**src/rtl/dm_lsu_pkg.sv**
```systemverilog
// Shared encodings for the data-memory load/store unit: request sizes,
// memory write modes and the sequencing states.
package dm_lsu_pkg;

    localparam logic [1:0] SIZE_B = 2'b00;
    localparam logic [1:0] SIZE_H = 2'b01;
    localparam logic [1:0] SIZE_W = 2'b10;

    localparam logic [1:0] DM_MODE_WORD = 2'b00;
    localparam logic [1:0] DM_MODE_HALF = 2'b01;
    localparam logic [1:0] DM_MODE_BYTE = 2'b10;

    typedef enum logic [1:0] {
        IDLE   = 2'b00,
        ACCESS = 2'b01,
        WRITE  = 2'b10,
        RESP   = 2'b11
    } lsu_state_t;

    // Size code 11 behaves exactly like a word access.
    function automatic logic [1:0] norm_size(input logic [1:0] size);
        return (size == 2'b11) ? SIZE_W : size;
    endfunction

    function automatic logic [1:0] size_to_mode(input logic [1:0] size);
        case (size)
            SIZE_B:  return DM_MODE_BYTE;
            SIZE_H:  return DM_MODE_HALF;
            default: return DM_MODE_WORD;
        endcase
    endfunction

endpackage

```
**src/rtl/lsu_lane_align.sv**
```systemverilog
// Little-endian lane handling: extracts and extends a load lane from a word,
// and merges a right-aligned store lane into a word for read-modify-write.
module lsu_lane_align
    import dm_lsu_pkg::*;
#(
    parameter int XLEN = 32
) (
    input  logic [1:0]      size,
    input  logic [1:0]      offset,
    input  logic            is_signed,
    input  logic [XLEN-1:0] word,
    input  logic [XLEN-1:0] wdata,
    output logic [XLEN-1:0] load_data,
    output logic [XLEN-1:0] merged
);

    logic [4:0]      shamt;
    logic [XLEN-1:0] shifted;
    logic [XLEN-1:0] lane_mask;
    logic [XLEN-1:0] store_lane;

    assign shamt   = {offset, 3'b000};
    assign shifted = word >> shamt;

    always_comb begin
        load_data = shifted;
        case (size)
            SIZE_B:  load_data = {{(XLEN-8){is_signed & shifted[7]}}, shifted[7:0]};
            SIZE_H:  load_data = {{(XLEN-16){is_signed & shifted[15]}}, shifted[15:0]};
            default: load_data = shifted;
        endcase
    end

    always_comb begin
        lane_mask = '1;
        case (size)
            SIZE_B:  lane_mask = {{(XLEN-8){1'b0}}, 8'hFF} << shamt;
            SIZE_H:  lane_mask = {{(XLEN-16){1'b0}}, 16'hFFFF} << shamt;
            default: lane_mask = '1;
        endcase
    end

    assign store_lane = wdata << shamt;
    assign merged     = (word & ~lane_mask) | (store_lane & lane_mask);

endmodule

```
**src/rtl/dm_lsu.sv**
```systemverilog
// Load/store initiator between the MEM stage and the data memory port.
// Sub-word stores at non-zero lane offsets are done as read-modify-write.
//
// state  | meaning
// IDLE   | ready for a request; dm_addr holds the last index
// ACCESS | memory addressed: load captured, direct store written, or RMW read
// WRITE  | merged word written back with a full-word write
// RESP   | response presented until rsp_ready
module dm_lsu
    import dm_lsu_pkg::*;
#(
    parameter int AW   = 6,
    parameter int XLEN = 32
) (
    input  logic            clk,
    input  logic            clr,
    input  logic            req_valid,
    output logic            req_ready,
    input  logic            req_we,
    input  logic [1:0]      req_size,
    input  logic            req_signed,
    input  logic [XLEN-1:0] req_addr,
    input  logic [XLEN-1:0] req_wdata,
    output logic            rsp_valid,
    input  logic            rsp_ready,
    output logic [XLEN-1:0] rsp_rdata,
    output logic            rsp_fault,
    output logic [AW-1:0]   dm_addr,
    output logic [XLEN-1:0] dm_wdata,
    output logic            dm_we,
    output logic [1:0]      dm_mode,
    input  logic [XLEN-1:0] dm_rdata
);

    lsu_state_t      state, state_nx;
    logic            r_we;
    logic [1:0]      r_size;
    logic            r_signed;
    logic [1:0]      r_off;
    logic [XLEN-1:0] r_wdata;
    logic [XLEN-1:0] merge_q;
    logic [XLEN-1:0] rdata_q;
    logic            fault_q;
    logic [AW-1:0]   addr_q;

    logic [1:0]      size_in;
    logic            fault_in;
    logic            direct_store;
    logic [XLEN-1:0] align_word;
    logic [XLEN-1:0] load_data;
    logic [XLEN-1:0] merged;

    assign size_in  = norm_size(req_size);
    assign fault_in = ((size_in == SIZE_H) && req_addr[0])
                    || ((size_in == SIZE_W) && (req_addr[1:0] != 2'b00))
                    || (req_addr[XLEN-1:AW+2] != '0);

    // A store at offset 0 (or a full word) maps directly onto a memory mode.
    assign direct_store = (r_size == SIZE_W) || (r_off == 2'b00);
    assign align_word   = (state == WRITE) ? merge_q : dm_rdata;

    lsu_lane_align #(.XLEN(XLEN)) u_align (
        .size      (r_size),
        .offset    (r_off),
        .is_signed (r_signed),
        .word      (align_word),
        .wdata     (r_wdata),
        .load_data (load_data),
        .merged    (merged)
    );

    always_ff @(posedge clk or posedge clr) begin
        if (clr) begin
            state    <= IDLE;
            r_we     <= 1'b0;
            r_size   <= SIZE_B;
            r_signed <= 1'b0;
            r_off    <= 2'b00;
            r_wdata  <= '0;
            merge_q  <= '0;
            rdata_q  <= '0;
            fault_q  <= 1'b0;
            addr_q   <= '0;
        end else begin
            state <= state_nx;
            case (state)
                IDLE: begin
                    if (req_valid) begin
                        r_we     <= req_we;
                        r_size   <= size_in;
                        r_signed <= req_signed;
                        r_off    <= req_addr[1:0];
                        r_wdata  <= req_wdata;
                        rdata_q  <= '0;
                        fault_q  <= fault_in;
                        if (!fault_in)
                            addr_q <= req_addr[AW+1:2];
                    end
                end
                ACCESS: begin
                    if (!r_we)
                        rdata_q <= load_data;
                    else
                        merge_q <= dm_rdata;
                end
                default: ;
            endcase
        end
    end

    always_comb begin
        state_nx  = state;
        dm_we     = 1'b0;
        dm_mode   = DM_MODE_WORD;
        dm_wdata  = '0;
        rsp_valid = 1'b0;
        case (state)
            IDLE: begin
                if (req_valid)
                    state_nx = fault_in ? RESP : ACCESS;
            end
            ACCESS: begin
                if (r_we && direct_store) begin
                    dm_we    = 1'b1;
                    dm_mode  = size_to_mode(r_size);
                    dm_wdata = r_wdata;
                    state_nx = RESP;
                end else if (r_we) begin
                    state_nx = WRITE;
                end else begin
                    state_nx = RESP;
                end
            end
            WRITE: begin
                dm_we    = 1'b1;
                dm_mode  = DM_MODE_WORD;
                dm_wdata = merged;
                state_nx = RESP;
            end
            RESP: begin
                rsp_valid = 1'b1;
                if (rsp_ready)
                    state_nx = IDLE;
            end
            default: state_nx = IDLE;
        endcase
    end

    // Gated by clr so every output reads 0 while reset is held.
    assign req_ready = (state == IDLE) && !clr;
    assign rsp_rdata = rdata_q;
    assign rsp_fault = fault_q;
    assign dm_addr   = addr_q;

endmodule

```
**config.mk**
```make
export PLATFORM = sky130hd
export DESIGN_NAME = dm_lsu
export DESIGN_NICKNAME = d
export VERILOG_FILES = /design/src/rtl/dm_lsu_pkg.sv /design/src/rtl/lsu_lane_align.sv /design/src/rtl/dm_lsu.sv
export SDC_FILE = /design/constraint.sdc
export NUM_CORES = 1
export LEC_CHECK = 0
export CAP_MARGIN = 20
export CORE_AREA = 4 4 188 153
export CTS_CLUSTER_DIAMETER = 50
export DETAILED_ROUTE_END_ITERATION = 6
export DIE_AREA = 0 0 192 157
export PLACE_DENSITY = 0.44
export SYNTH_ARGS = -nofsm -noshare
export SYNTH_HDL_FRONTEND = slang
export SYNTH_SLANG_ARGS = --single-unit
```
**constraint.sdc**
```tcl
create_clock -name clk -period 7.8 [get_ports clk]
set_clock_uncertainty 0.05 [all_clocks]
set_input_delay 1.56 -clock clk [delete_from_list [all_inputs] [get_ports clk]]
set_output_delay 1.56 -clock clk [all_outputs]
set_load 0.01 [all_outputs]
```
# Yosys cells after proc, flatten, opt, wreduce, memory -nomap -nowiden
# Index checks and enable logic that the tools add are counted.
# classes
bitwise_logic,7
n_shift,4
mux,21
eq_ne,11
reduce_logical,19
# op_table
op,n
$pmux 32 s2,4
$mux 32,4
$and 32x32->32,2
$not 32->32,1
$or 32x32->32,1
$shl 16x5->32 const A,1
$shl 32x5->32,1
$shl 8x5->32 const A,1
$shr 32x5->32,1
$reduce_bool 24->1,1
$mux 2,6
$eq 2x2->1 const B,5
$pmux 2 s4,1
$eq 2x1->1 const B,3
$logic_not 2->1,3
$ne 2x2->1 const B,3
$reduce_and 2->1,3
$reduce_and 3->1,2
$logic_and 1x1->1,4
$mux 1,4
$pmux 2 s2,1
$reduce_bool 2->1,2
$logic_or 1x1->1,3
$and 1x1->1,2
other kinds (3),3
# totals
wordCells,72
ff_bits,111
out_inout_bits,76

# Depth between registers and ports, before layout
# Gate-level depths: netlist of run 1.
# logic_depth
word_depth,9
mapped_depth,9

# By module
# Synthesis of run 1 repeated with hierarchy kept, for this count alone.
# unflattened
hier_cells,665
hier_area_um2,7030.5
# by_module_without_submodules
mod,instances,seq_area_each_um2,area_each_um2,cells_each
dm_lsu,1,2777.7,5280.1,456
lsu_lane_align,1,0.0,1750.4,209

# Worst setup path after synthesis of run 1
# OpenSTA, ideal clock, no wires.
# synth_path
path_type,register to output
startpoint,register state[0]
endpoint,output port dm_wdata[16]
arrival_time_ns,2.050
n_path_buf,4
path_stages_with_launch,9
setup_slack_ns,4.140
required_time_ns,6.190
path_cell_list,dfrtp_1 -> inv_1 -> ha_1 -> buf_6 -> buf_2 -> clkbuf_1 -> clkbuf_1 -> o211ai_1 -> a21boi_0
# synth_between
elab_chain_cells,5
elab_cells_between_ends,6
classes_between,eq/ne (2); mux (2); bitwise (2)
# synth_rtl
item,line_no,rtl
start: declaration,dm_lsu.sv:35,"lsu_state_t state, state_nx;"
start signal: assignment,dm_lsu.sv:85,state <= state_nx;
$eq 2x2->1,"dm_lsu.sv:60, dm_lsu.sv:117",
$mux 32,dm_lsu.sv:60,assign align_word = (state == WRITE) ? merge_q : dm_rdata;
$and 32x32->32,lsu_lane_align.sv:44,assign merged = (word & ~lane_mask) | (store_lane & lane_mask);
$or 32x32->32,lsu_lane_align.sv:44,
$pmux 32 s2 (*),dm_lsu.sv:117,case (state)
end: declaration,dm_lsu.sv:29,"output logic [XLEN-1:0] dm_wdata,"
# Mark *: on every way between the ends. The rest lies on a longest branch, timed or not.

# Worst setup path after layout of run 1
# layout_path
startpoint,register r_off[0]
endpoint,output port dm_wdata[22]
# layout_between
elab_chain_cells,6
elab_cells_between_ends,13
classes_between,shift (3); mux (3); bitwise (4); reduce/logical (3)
# layout_rtl
item,line_no,rtl
start: declaration,dm_lsu.sv:39,logic [1:0] r_off;
start signal: assignment,dm_lsu.sv:92,r_off <= req_addr[1:0];
$shl 16x5->32 or $shl 8x5->32 (tied branches),"lsu_lane_align.sv:38, lsu_lane_align.sv:37",
$pmux 32 s2,lsu_lane_align.sv:36,case (size)
$not 32->32,lsu_lane_align.sv:44,
$and 32x32->32,lsu_lane_align.sv:44,
$or 32x32->32,lsu_lane_align.sv:44,
$pmux 32 s2 (*),dm_lsu.sv:117,
# Marks and branches as above.

==> flow_summary.toml, run 1 <==
[cells_and_area]
layout.cell_area.non_filler_um2 = 9099
mostFrequentLayoutCells = "sky130_fd_sc_hd__clkdlybuf4s50_1 (179), sky130_fd_sc_hd__dfrtp_1 (109), sky130_fd_sc_hd__mux2_2 (99), sky130_fd_sc_hd__nand2_1 (54), sky130_fd_sc_hd__mux2i_1 (49)"
flow.area_growth_from_synthesis_pct = 37.16
layout.area.seq_um2 = 2780
layout_commonest_cell = "sky130_fd_sc_hd__clkdlybuf4s50_1"
final_cells = 1162
finalNetCount = 901
share_of_layout_cells_above_drive_strength_1_pct = 18.97
multi_input_area_um2 = 3588
num-fill-cells = 2781

[placement]
io_buffers = 179
placed_area_um2 = 8731
numPlacedInstances = 1143
detailed_place_hpwl_mm = 18.90
place_congestion = 0.8418

[floorplan]
floorplan.io_pins = 180
die_width_um = 192
floorplan.initialDensity_pct = 24.61
die-height_um = 157
fp.coreArea_um2 = 26960
std_cell_rows = 54
fp.dieArea_um2 = 30140

[grt]
antenna_violations_before_repair = 3
first_global_vias = 5727
largest_net_degree_at_the_start_of_global_routing = 77
total_routing_usage_reported_by_global_routing_pct = 16.20
grt_overflow_total = 0
global_route_wire_length_before_repair_mm = 36.69

[cts]
cts_inserted_buffers = 9
clkSlewWorstSetupHoldPaths_ps = 70
clkSinkCount = 111
post_cts_resize_count = 0
htreeDepth = 3
cts_hold_buf = 0
clock_tree.buffer_depth = 2
clock_latency_on_the_worst_skew_pair_ps = 360
postCtsSetupRepairBufs = 0
cts.root.buffer_cell = "sky130_fd_sc_hd__clkbuf_16"
cts_tree = "done"

[power]
cellLeakagePower_nw = 3.512
power.ir.vdd_worst_mv = 0.1609
powerDensity_nw_per_um2 = 427.9

[critical_path]
crit_top_cell = "sky130_fd_sc_hd__o211ai_1"
r2r_end = "rsp_rdata[30]"
cp_top_delay_family = "buffers and inverters"
cp_max_fo = 40
timing.reg2reg.setup_slack_ps = 3970
worstSetupStartpointType = "flip-flop"
worst_path_largest_cell_delay_ps = 710
critPathArrivalTime_ps = 3490
timing.critical_path.required_ps = 6190
worst-r2r-cell-count = 8
critical_path.reg2reg.startpoint = "state[0]"
critical_path.endpoint_type = "primary output"
worstPathCellList = "buf_4 -> nand2b_1 -> o211ai_1 -> buf_4 -> o211ai_1 -> o211ai_1 -> a21boi_0 -> clkdlybuf4s50_1"
crit_path_top_delay_cell = "sky130_fd_sc_hd__dfrtp_2"
worstPathBufferInverterCount = 3
setup.worst_path.class = "reg -> out"

[sta]
shortest_clock_period_the_worst_path_allows_after_layout_ps = 5100
fin_setup_tns_ps = 0
max_freq_mhz = 196.1
setup_viol = 0
hold_viol = 0
holdWs_ps = 438.8
min_period_over_period_pct = 65.39
unrepaired_setup_endpoints_after_global_routing = "false"
slew_violations = 0
relSlewSlack_pct = 35.05
worstMarginPinSlew_ps = 974.3

[min_path]
min-delay-path-class = "reg -> reg"
worstHoldStart = "rsp_rdata[0]"
hold_depth = 2
timing.hold.worst_endpoint = "rsp_rdata[0]"

[route]
highest-signal-layer = "met5"
drc_errors = 0
drt.antenna.violating_nets = 0
detail_route.wirelength_mm = 24.79
detail_route.iter0.violations = 354
num_vias = 5579
drt-met1-wl_mm = 12.18
wl_per_cell_um = 21.34
route.detailed.vias_per_inst = 4.801
firstDrtPassIters = 5
met2_wl_mm = 10.89
routed-wl-met3_mm = 1.488

[status]
outcome = "finished clean"

[flow_run]
cap_viol_max_count = 0

[logic_synthesis]
synth_top_cells_by_area = "sky130_fd_sc_hd__dfrtp_1 (42%), sky130_fd_sc_hd__mux2_2 (17%), sky130_fd_sc_hd__mux2i_1 (7.4%)"
postSynthNetCount = 749
ys_types = 47
synthArstFlopShare_pct = 100.0
ys_dominant_reg_cell = "sky130_fd_sc_hd__dfrtp_1"
post-synth-top-area-fraction_pct = 41.87
avgSynthCellArea_um2 = 10.37
netlist_area_um2 = 6634
syn_inst = 640
synth_top_cell_by_area = "sky130_fd_sc_hd__dfrtp_1"
synth-seq-cells = 111
synth_enable_flop_cells = 0
ys_warn_count = 0
ys_seq_area_share_pct = 41.87
## stage by stage
step	setup WS, ps	power, mW	utilization [%]
3_3_place_gp	3093	3.388	32.39
3_5_place_dp	3099	3.385	32.39
5_1_grt	2495	4.162	33.74
6_report	2700	3.893	33.75
4_1_cts	2692	3.935	33.60
2_1_floorplan	3259	2.554	-
## worst max-delay path by stage
| stage | start | slack, ps | to | depth (start not counted) |
|---|---|---|---|---|
| floorplan | clr | 3260 | dm_addr[0] | 1 |
| global placement | r_off[0] | 3090 | dm_wdata[6] | 8 |
| detailed placement | r_off[0] | 3100 | dm_wdata[6] | 8 |
| CTS | r_off[0] | 2690 | dm_wdata[22] | 8 |
| global route | r_off[0] | 2490 | dm_wdata[21] | 8 |
| finish | r_off[0] | 2700 | dm_wdata[22] | 8 |
## worst register-to-register path: stages, from the launching register on
cell and delay, ps:
sky130_fd_sc_hd__dfrtp_1 400, sky130_fd_sc_hd__inv_1 140, sky130_fd_sc_hd__ha_2 750, sky130_fd_sc_hd__buf_4 610, sky130_fd_sc_hd__mux2_4 370, sky130_fd_sc_hd__a2bb2oi_1 160, sky130_fd_sc_hd__o2111a_2 200, sky130_fd_sc_hd__a221oi_4 820
sky130_fd_sc_hd__nor3_1 170
## metal layers
layer	vias to the layer above	track usage, %
met4	4	3.123
met1	2752	23.48
met3	17	3.947
met5	-	0
met2	161	24.76
li1	2645	-
## power by group
| part | leakage, nW | total [mW] | switching (mW) | internal (mW) |
|---|---|---|---|---|
| sequential | 1.35 | 1.15 | 0.315 | 0.836 |
| combinational | 2.00 | 2.21 | 1.15 | 1.06 |
| clock | 0.160 | 0.531 | 0.218 | 0.313 |
| total | 3.51 | 3.89 | 1.69 | 2.21 |
## flip-flops by register name, indices dropped and copies added, names as in the netlist
name and count:
r_size 2, state 2, rsp_fault 1, r_off 2, r_we 1, merge_q 32
rsp_rdata 32, r_wdata 32, r_signed 1, dm_addr 6
## kinds of logic after synthesis
kind of cell / after synthesis / share of synthesized area, %
buffers and inverters: 60 / 4.168
AO/OA/AOI/OAI: 149 / 16.22
AND/OR/NAND/NOR: 164 / 11.81
flip-flops: 111 / 41.87
adder cells (fa/ha/maj): 5 / 0.9430
multiplexers: 151 / 24.99
## area by class of cell
| type | instances | area share (%) |
|---|---|---|
| clock inverters | 4 | 1.045 |
| multi-input cells | 469 | 39.44 |
| well taps | 364 | 5.006 |
| inverters | 10 | 0.4400 |
| repair buffers | 191 | 20.90 |
| diodes | 2 | 0.05501 |
| flip-flops and latches | 111 | 30.56 |
| clock buffers | 11 | 2.558 |
## synth_stat cells (2+ instances only)
library cell and instances:
sky130_fd_sc_hd__dfrtp_1 111, sky130_fd_sc_hd__mux2_2 99, sky130_fd_sc_hd__nand2_1 55, sky130_fd_sc_hd__mux2i_1 49, sky130_fd_sc_hd__nor2_1 42, sky130_fd_sc_hd__nor2b_1 31
sky130_fd_sc_hd__o21ai_0 28, sky130_fd_sc_hd__a21oi_1 23, sky130_fd_sc_hd__a22oi_1 23, sky130_fd_sc_hd__clkbuf_1 22, sky130_fd_sc_hd__buf_2 17, sky130_fd_sc_hd__o211ai_1 17
sky130_fd_sc_hd__a211oi_1 15, sky130_fd_sc_hd__inv_1 9, sky130_fd_sc_hd__a21boi_0 8, sky130_fd_sc_hd__nor4_1 8, sky130_fd_sc_hd__a221o_1 7, sky130_fd_sc_hd__o221ai_1 7
sky130_fd_sc_hd__a211oi_2 6, sky130_fd_sc_hd__nor3_1 6, sky130_fd_sc_hd__buf_1 5, sky130_fd_sc_hd__ha_1 5, sky130_fd_sc_hd__buf_4 4, sky130_fd_sc_hd__nand2b_1 4
sky130_fd_sc_hd__o22ai_1 4, sky130_fd_sc_hd__and3_1 3, sky130_fd_sc_hd__nand3_1 3, sky130_fd_sc_hd__nor2_2 3, sky130_fd_sc_hd__nor3_2 3, sky130_fd_sc_hd__a21oi_2 2
sky130_fd_sc_hd__and2_1 2, sky130_fd_sc_hd__buf_6 2, sky130_fd_sc_hd__mux2_4 2, sky130_fd_sc_hd__nand4_1 2
Power figures use the tool's default switching activity.
==> run 2, diff against run 1 <==
==> constraint.sdc (replaced) <==
create_clock -name clk -period 5.15 [get_ports clk]
set_clock_uncertainty 0.05 [all_clocks]
set_input_delay 1.03 -clock clk [delete_from_list [all_inputs] [get_ports clk]]
set_output_delay 1.03 -clock clk [all_outputs]
set_load 0.01 [all_outputs]
==> run 2 against run 1 <==
Compared with the run above:
- non-clock buffer count is the same
- register-to-register slack lost 2100 ps
- critical path depth is the same
- sequential share of layout area shrank 0.10 points
- first-iteration DRC count shrank 16%
- critical endpoint is now dm_wdata[21]
==> flow_summary.toml, run 2 (synthesized netlist as in run 1, its figures left out) <==
[status]
outcome = "finished clean"

[grt]
largest_net_degree_at_the_start_of_global_routing = 66
antenna_violations_before_repair = 3
total_routing_usage_reported_by_global_routing_pct = 15.95
first_global_vias = 5806
global_route_wire_length_before_repair_mm = 36.36
grt_overflow_total = 0

[sta]
max_freq_mhz = 236.2
slew_violations = 0
worstMarginPinSlew_ps = 971.1
setup_viol = 0
min_period_over_period_pct = 82.22
fin_setup_tns_ps = 0
shortest_clock_period_the_worst_path_allows_after_layout_ps = 4234
relSlewSlack_pct = 35.26
fin_ws_ps = 915.9
hold_viol = 0
unrepaired_setup_endpoints_after_global_routing = "false"

[power]
powerDensity_nw_per_um2 = 652.0
total_power_consumption_mw = 5.952
power.ir.vdd_worst_mv = 0.2412
cellLeakagePower_nw = 3.529

[cells_and_area]
share_of_layout_cells_above_drive_strength_1_pct = 19.22
num-fill-cells = 2735
layout_commonest_cell = "sky130_fd_sc_hd__clkdlybuf4s50_1"
finalNetCount = 901
mostFrequentLayoutCells = "sky130_fd_sc_hd__clkdlybuf4s50_1 (179), sky130_fd_sc_hd__dfrtp_1 (109), sky130_fd_sc_hd__mux2_2 (99), sky130_fd_sc_hd__nand2_1 (54), sky130_fd_sc_hd__mux2i_1 (49)"
layout.cell_area.non_filler_um2 = 9129
flow.area_growth_from_synthesis_pct = 37.61

[critical_path]
worst_path_largest_cell_delay_ps = 610
critPathArrivalTime_ps = 3150
cp_max_fo = 29
worstSetupStartpointType = "flip-flop"
setup.worst_path.class = "reg -> out"
worstPathCellList = "buf_4 -> nand2b_1 -> o211ai_1 -> buf_4 -> o211ai_1 -> o211ai_1 -> a21boi_0 -> clkdlybuf4s50_1"
cp_top_delay_family = "buffers and inverters"
crit_path_top_delay_cell = "sky130_fd_sc_hd__dfrtp_2"
timing.critical_path.required_ps = 4070
crit_top_cell = "sky130_fd_sc_hd__o211ai_1"
critical_path.endpoint_type = "primary output"
worstPathBufferInverterCount = 3

[floorplan]
floorplan.initialDensity_pct = 24.61
die_width_um = 192
floorplan.io_pins = 180
std_cell_rows = 54
fp.dieArea_um2 = 30140
die-height_um = 157
fp.coreArea_um2 = 26960

[cts]
clock_latency_on_the_worst_skew_pair_ps = 360
htreeDepth = 3
cts_inserted_buffers = 9
post_cts_resize_count = 0
postCtsSetupRepairBufs = 0
clkSinkCount = 111
clkSlewWorstSetupHoldPaths_ps = 70
cts.root.buffer_cell = "sky130_fd_sc_hd__clkbuf_16"
cts_tree = "done"
clock_tree.buffer_depth = 2
cts_hold_buf = 0

[route]
wl_per_cell_um = 21.02
drt.antenna.violating_nets = 0
num_vias = 5591
drc_errors = 0
firstDrtPassIters = 4
detail_route.wirelength_mm = 24.40
detail_route.iter0.violations = 298
route.detailed.vias_per_inst = 4.816

[min_path]
min-delay-path-class = "reg -> reg"

[flow_run]
cap_viol_max_count = 0

[placement]
place_congestion = 0.8064
placed_area_um2 = 8758
io_buffers = 179
pre_cts_ws_ps = 1284
detailed_place_hpwl_mm = 18.95
[run 2: cell count changes in the layout (fill, tap and decap cells not counted)]
cell                        delta
sky130_fd_sc_hd__buf_16        -1
sky130_fd_sc_hd__diode_2       -1
sky130_fd_sc_hd__clkbuf_8      +1
sky130_fd_sc_hd__bufinv_16     +1
sky130_fd_sc_hd__buf_12        +1
sky130_fd_sc_hd__clkinv_2      -1
sky130_fd_sc_hd__clkbuf_1      -2
sky130_fd_sc_hd__inv_6         +1
[run 2: worst reg2reg max path, stage by stage (launching register included)]
cell and delay (ps):
sky130_fd_sc_hd__dfrtp_1 400, sky130_fd_sc_hd__inv_1 140, sky130_fd_sc_hd__ha_2 250, sky130_fd_sc_hd__buf_4 460, sky130_fd_sc_hd__mux2i_1 420, sky130_fd_sc_hd__nand3_1 150
sky130_fd_sc_hd__o2111a_2 220, sky130_fd_sc_hd__a221oi_4 830, sky130_fd_sc_hd__nor3_1 150
[run 2: final timing paths]
path,from,slack [ps],end,cells after the start
worst max-delay path,r_off[1],920,dm_wdata[21],8
worst min-delay path,rsp_rdata[0],430,rsp_rdata[0],2
worst max register to register,state[0],1920,rsp_rdata[26],8
worst min register to register,rsp_rdata[0],430,rsp_rdata[0],2
max in group asynchronous,clr,3170,r_off[0],3
min in group asynchronous,clr,1090,rsp_rdata[30],2
[run 2: layer usage]
metal	routed length [um]	GRT usage [%]
met5	27	0
met4	318	3.157
met3	1559	3.814
met2	10390	24.03
met1	12110	23.41
[run 2: cell type report]
class / instances / area [um2] / share of cell area, %
Clock inverter: 5 / 128.9 / 1.412
Clock buffer: 10 / 239.0 / 2.618
Antenna cell: 1 / 2.502 / 0.02741
Inverter: 10 / 40.04 / 0.4386
Sequential cell: 111 / 2780 / 30.46
Tap cell: 364 / 455.4 / 4.989
Multi-Input combinational cell: 469 / 3588 / 39.31
Timing Repair Buffer: 191 / 1894 / 20.75
[run 2: power breakdown]
part / internal [mW] / total, mW / switching, mW
clock: 0.538 / 0.878 / 0.340
combinational: 1.61 / 3.34 / 1.73
sequential: 1.27 / 1.74 / 0.473
total: 3.41 / 5.95 / 2.54
[run 2: per-stage QoR]
| stage | hold WS (ps) | utilization (%) | std cells |
|---|---|---|---|
| 2_1_floorplan | 437.6 | - | 640 |
| 3_3_place_gp | 419.4 | 32.49 | 1145 |
| 3_5_place_dp | 420.8 | 32.49 | 1145 |
| 4_1_cts | 437.7 | 33.85 | 1160 |
| 5_1_grt | 468.2 | 33.86 | 1161 |
| 6_report | 426.3 | 33.86 | 1161 |
==> run 3, diff against run 2 <==
--- a/config.mk
+++ b/config.mk
@@ -10,7 +10,7 @@
 export CTS_CLUSTER_DIAMETER = 50
 export DETAILED_ROUTE_END_ITERATION = 6
 export DIE_AREA = 0 0 192 157
-export PLACE_DENSITY = 0.44
+export PLACE_DENSITY = 0.45
 export SYNTH_ARGS = -nofsm -noshare
 export SYNTH_HDL_FRONTEND = slang
 export SYNTH_SLANG_ARGS = --single-unit
==> constraint.sdc (replaced) <==
create_clock -name clk -period 3.4 [get_ports clk]
set_clock_uncertainty 0.05 [all_clocks]
set_input_delay 0.68 -clock clk [delete_from_list [all_inputs] [get_ports clk]]
set_output_delay 0.68 -clock clk [all_outputs]
set_load 0.01 [all_outputs]
==> run 3 against run 2 <==
Compared with the run above:
- power is 56% higher
- combinational power is 65% higher
- clock power is 34% higher
- wire length is 3.1% higher
- via count is 0.43% higher
- sequential cell count stayed put
- sequential power is 49% higher
- critical endpoint is now dm_wdata[8]
- largest cell class unchanged
- highest routed layer unchanged
==> flow_summary.toml, run 3 (synthesized netlist as in run 1, its figures left out) <==
[critical_path]
r2r_end = "rsp_rdata[26]"
critical_path.endpoint_type = "primary output"
worstPathCellList = "or2_2 -> a21oi_4 -> buf_12 -> mux2_2 -> a22oi_1 -> nor2b_1 -> clkdlybuf4s50_1"
worstSetupStartpointType = "flip-flop"
timing.reg2reg.setup_slack_ps = 740
worst-r2r-cell-count = 9
crit_path_top_delay_cell = "sky130_fd_sc_hd__clkdlybuf4s50_1"
timing.critical_path.required_ps = 2670
cp_max_fo = 8
critical_path.reg2reg.startpoint = "state[0]"
setup.worst_path.class = "reg -> out"
worst_path_largest_cell_delay_ps = 480
critPathArrivalTime_ps = 2570

[cts]
clkSlewWorstSetupHoldPaths_ps = 80
clock_latency_on_the_worst_skew_pair_ps = 360
clock_tree.buffer_depth = 2
cts_inserted_buffers = 9
htreeDepth = 3
clkSinkCount = 111
cts_tree = "done"
cts.root.buffer_cell = "sky130_fd_sc_hd__clkbuf_16"

[power]
switching_share_of_power_pct = 42.66
power.ir.vdd_worst_mv = 0.3636
pwr-share-clk_pct = 12.7
cellLeakagePower_nw = 3.835
total_switching_power_mw = 3.963
powerDensity_nw_per_um2 = 983.0
power_frac_seq_pct = 28.0
power_report.internal_total_mw = 5.327
gate_power_share_pct = 59.3

[placement]
io_buffers = 179
numPlacedInstances = 1162
pre_cts_ws_ps = 271.6
place_congestion = 0.7814
detailed_place_hpwl_mm = 19.35

[floorplan]
die-height_um = 157
floorplan.io_pins = 180
floorplan.initialDensity_pct = 24.61
std_cell_rows = 54
die_width_um = 192
fp.dieArea_um2 = 30140
fp.coreArea_um2 = 26960

[route]
drt.antenna.violating_nets = 0
highest-signal-layer = "met5"
met2_wl_mm = 11.00
firstDrtPassIters = 5
num_vias = 5615
wl_per_cell_um = 21.24
routed-wl-met3_mm = 1.531
detail_route.wirelength_mm = 25.15
drt-met1-wl_mm = 12.28
route.detailed.vias_per_inst = 4.742
detail_route.iter0.violations = 312
drc_errors = 0

[cells_and_area]
finalNetCount = 922
layout_commonest_cell = "sky130_fd_sc_hd__clkdlybuf4s50_1"
share_of_layout_cells_above_drive_strength_1_pct = 22.25
final_cells = 1184
mostFrequentLayoutCells = "sky130_fd_sc_hd__clkdlybuf4s50_1 (169), sky130_fd_sc_hd__dfrtp_1 (107), sky130_fd_sc_hd__mux2_2 (99), sky130_fd_sc_hd__nand2_1 (53), sky130_fd_sc_hd__mux2i_1 (49)"
flow.area_growth_from_synthesis_pct = 42.46

[grt]
global_route_wire_length_before_repair_mm = 37.11
total_routing_usage_reported_by_global_routing_pct = 16.35
grt_overflow_total = 0
antenna_violations_before_repair = 4
largest_net_degree_at_the_start_of_global_routing = 45
first_global_vias = 5802

[sta]
worstMarginPinSlew_ps = 621.4
min_period_over_period_pct = 97.04
hold_viol = 0
fin_ws_ps = 100.7
shortest_clock_period_the_worst_path_allows_after_layout_ps = 3299
slew_violations = 0
max_freq_mhz = 303.1
relSlewSlack_pct = 57.39
setup_viol = 0

[min_path]
min-delay-path-class = "reg -> reg"
hold_depth = 2
timing.hold.worst_endpoint = "rsp_rdata[6]"
worstHoldStart = "rsp_rdata[6]"

[status]
outcome = "finished clean"

[flow_run]
cap_viol_max_count = 0
-- run 3: critical path: cells and delay by family, from the launching register on --
| family | cells | cell delay [ps] |
|---|---|---|
| DFF | 1 | 470 |
| buffers and inverters | 2 | 630 |
| and+or+nand+nor | 2 | 440 |
| muxes | 1 | 340 |
| AOI/OAI and AO/OA | 2 | 330 |
-- run 3: timing repair --
action,in CTS,in global routing
gates cloned,0,1
endpoints found under the hold margin,0,0
hold buffers,0,0
gates resized for setup,9,23
pin swaps,1,3
setup buffers,0,3
endpoints found under the setup margin,23,31
-- run 3: per-layer routing --
metal	GRT usage [%]	vias up
met2	24.29	161
met5	0	-
li1	-	2677
met1	24.29	2756
met3	3.659	17
met4	3.598	4
-- run 3: area by class of cell --
cell class	instances	area, um2
Inverter	10	41.29
Sequential cell	111	2783
Tap cell	364	455.4
Multi-Input combinational cell	469	3625
Timing Repair Buffer	212	2218
Antenna cell	2	5.005
Fill cell	2708	17510
Clock buffer	10	239.0
Clock inverter	6	83.83
-- run 3: per-stage QoR --
stage          hold WS (ps)  util (%)  TNS [ps]  instance area, um2  total power, mW
2_1_floorplan         437.6         -         0                6638            5.861
3_3_place_gp          420.8     33.20         0                8950            7.959
3_5_place_dp          422.6     33.20         0                8950            7.972
4_1_cts               440.6     34.48         0                9295            9.238
5_1_grt               470.3     35.06    -7.279                9450            9.970
6_report              429.9     35.06         0                9450            9.289
-- run 3: worst max-delay path by stage --
| stage | slack (ps) | to | startpoint | cells after the start |
|---|---|---|---|---|
| floorplan | 620 | dm_wdata[16] | state[0] | 8 |
| global placement | 280 | dm_wdata[19] | r_off[0] | 8 |
| detailed placement | 270 | dm_wdata[8] | r_off[0] | 6 |
| CTS | 3 | dm_wdata[7] | state[1] | 5 |
| global route | -7 | dm_wdata[14] | r_off[0] | 7 |
| finish | 100 | dm_wdata[8] | r_off[0] | 7 |
-- run 3: power groups by stage --
stage	Clock, mW	Combinational, mW	Sequential [mW]
2_1_floorplan	0	3.52	2.34
3_3_place_gp	0	5.35	2.61
3_5_place_dp	0	5.36	2.61
4_1_cts	1.23	5.42	2.59
5_1_grt	1.28	6.02	2.67
6_report	1.18	5.51	2.60
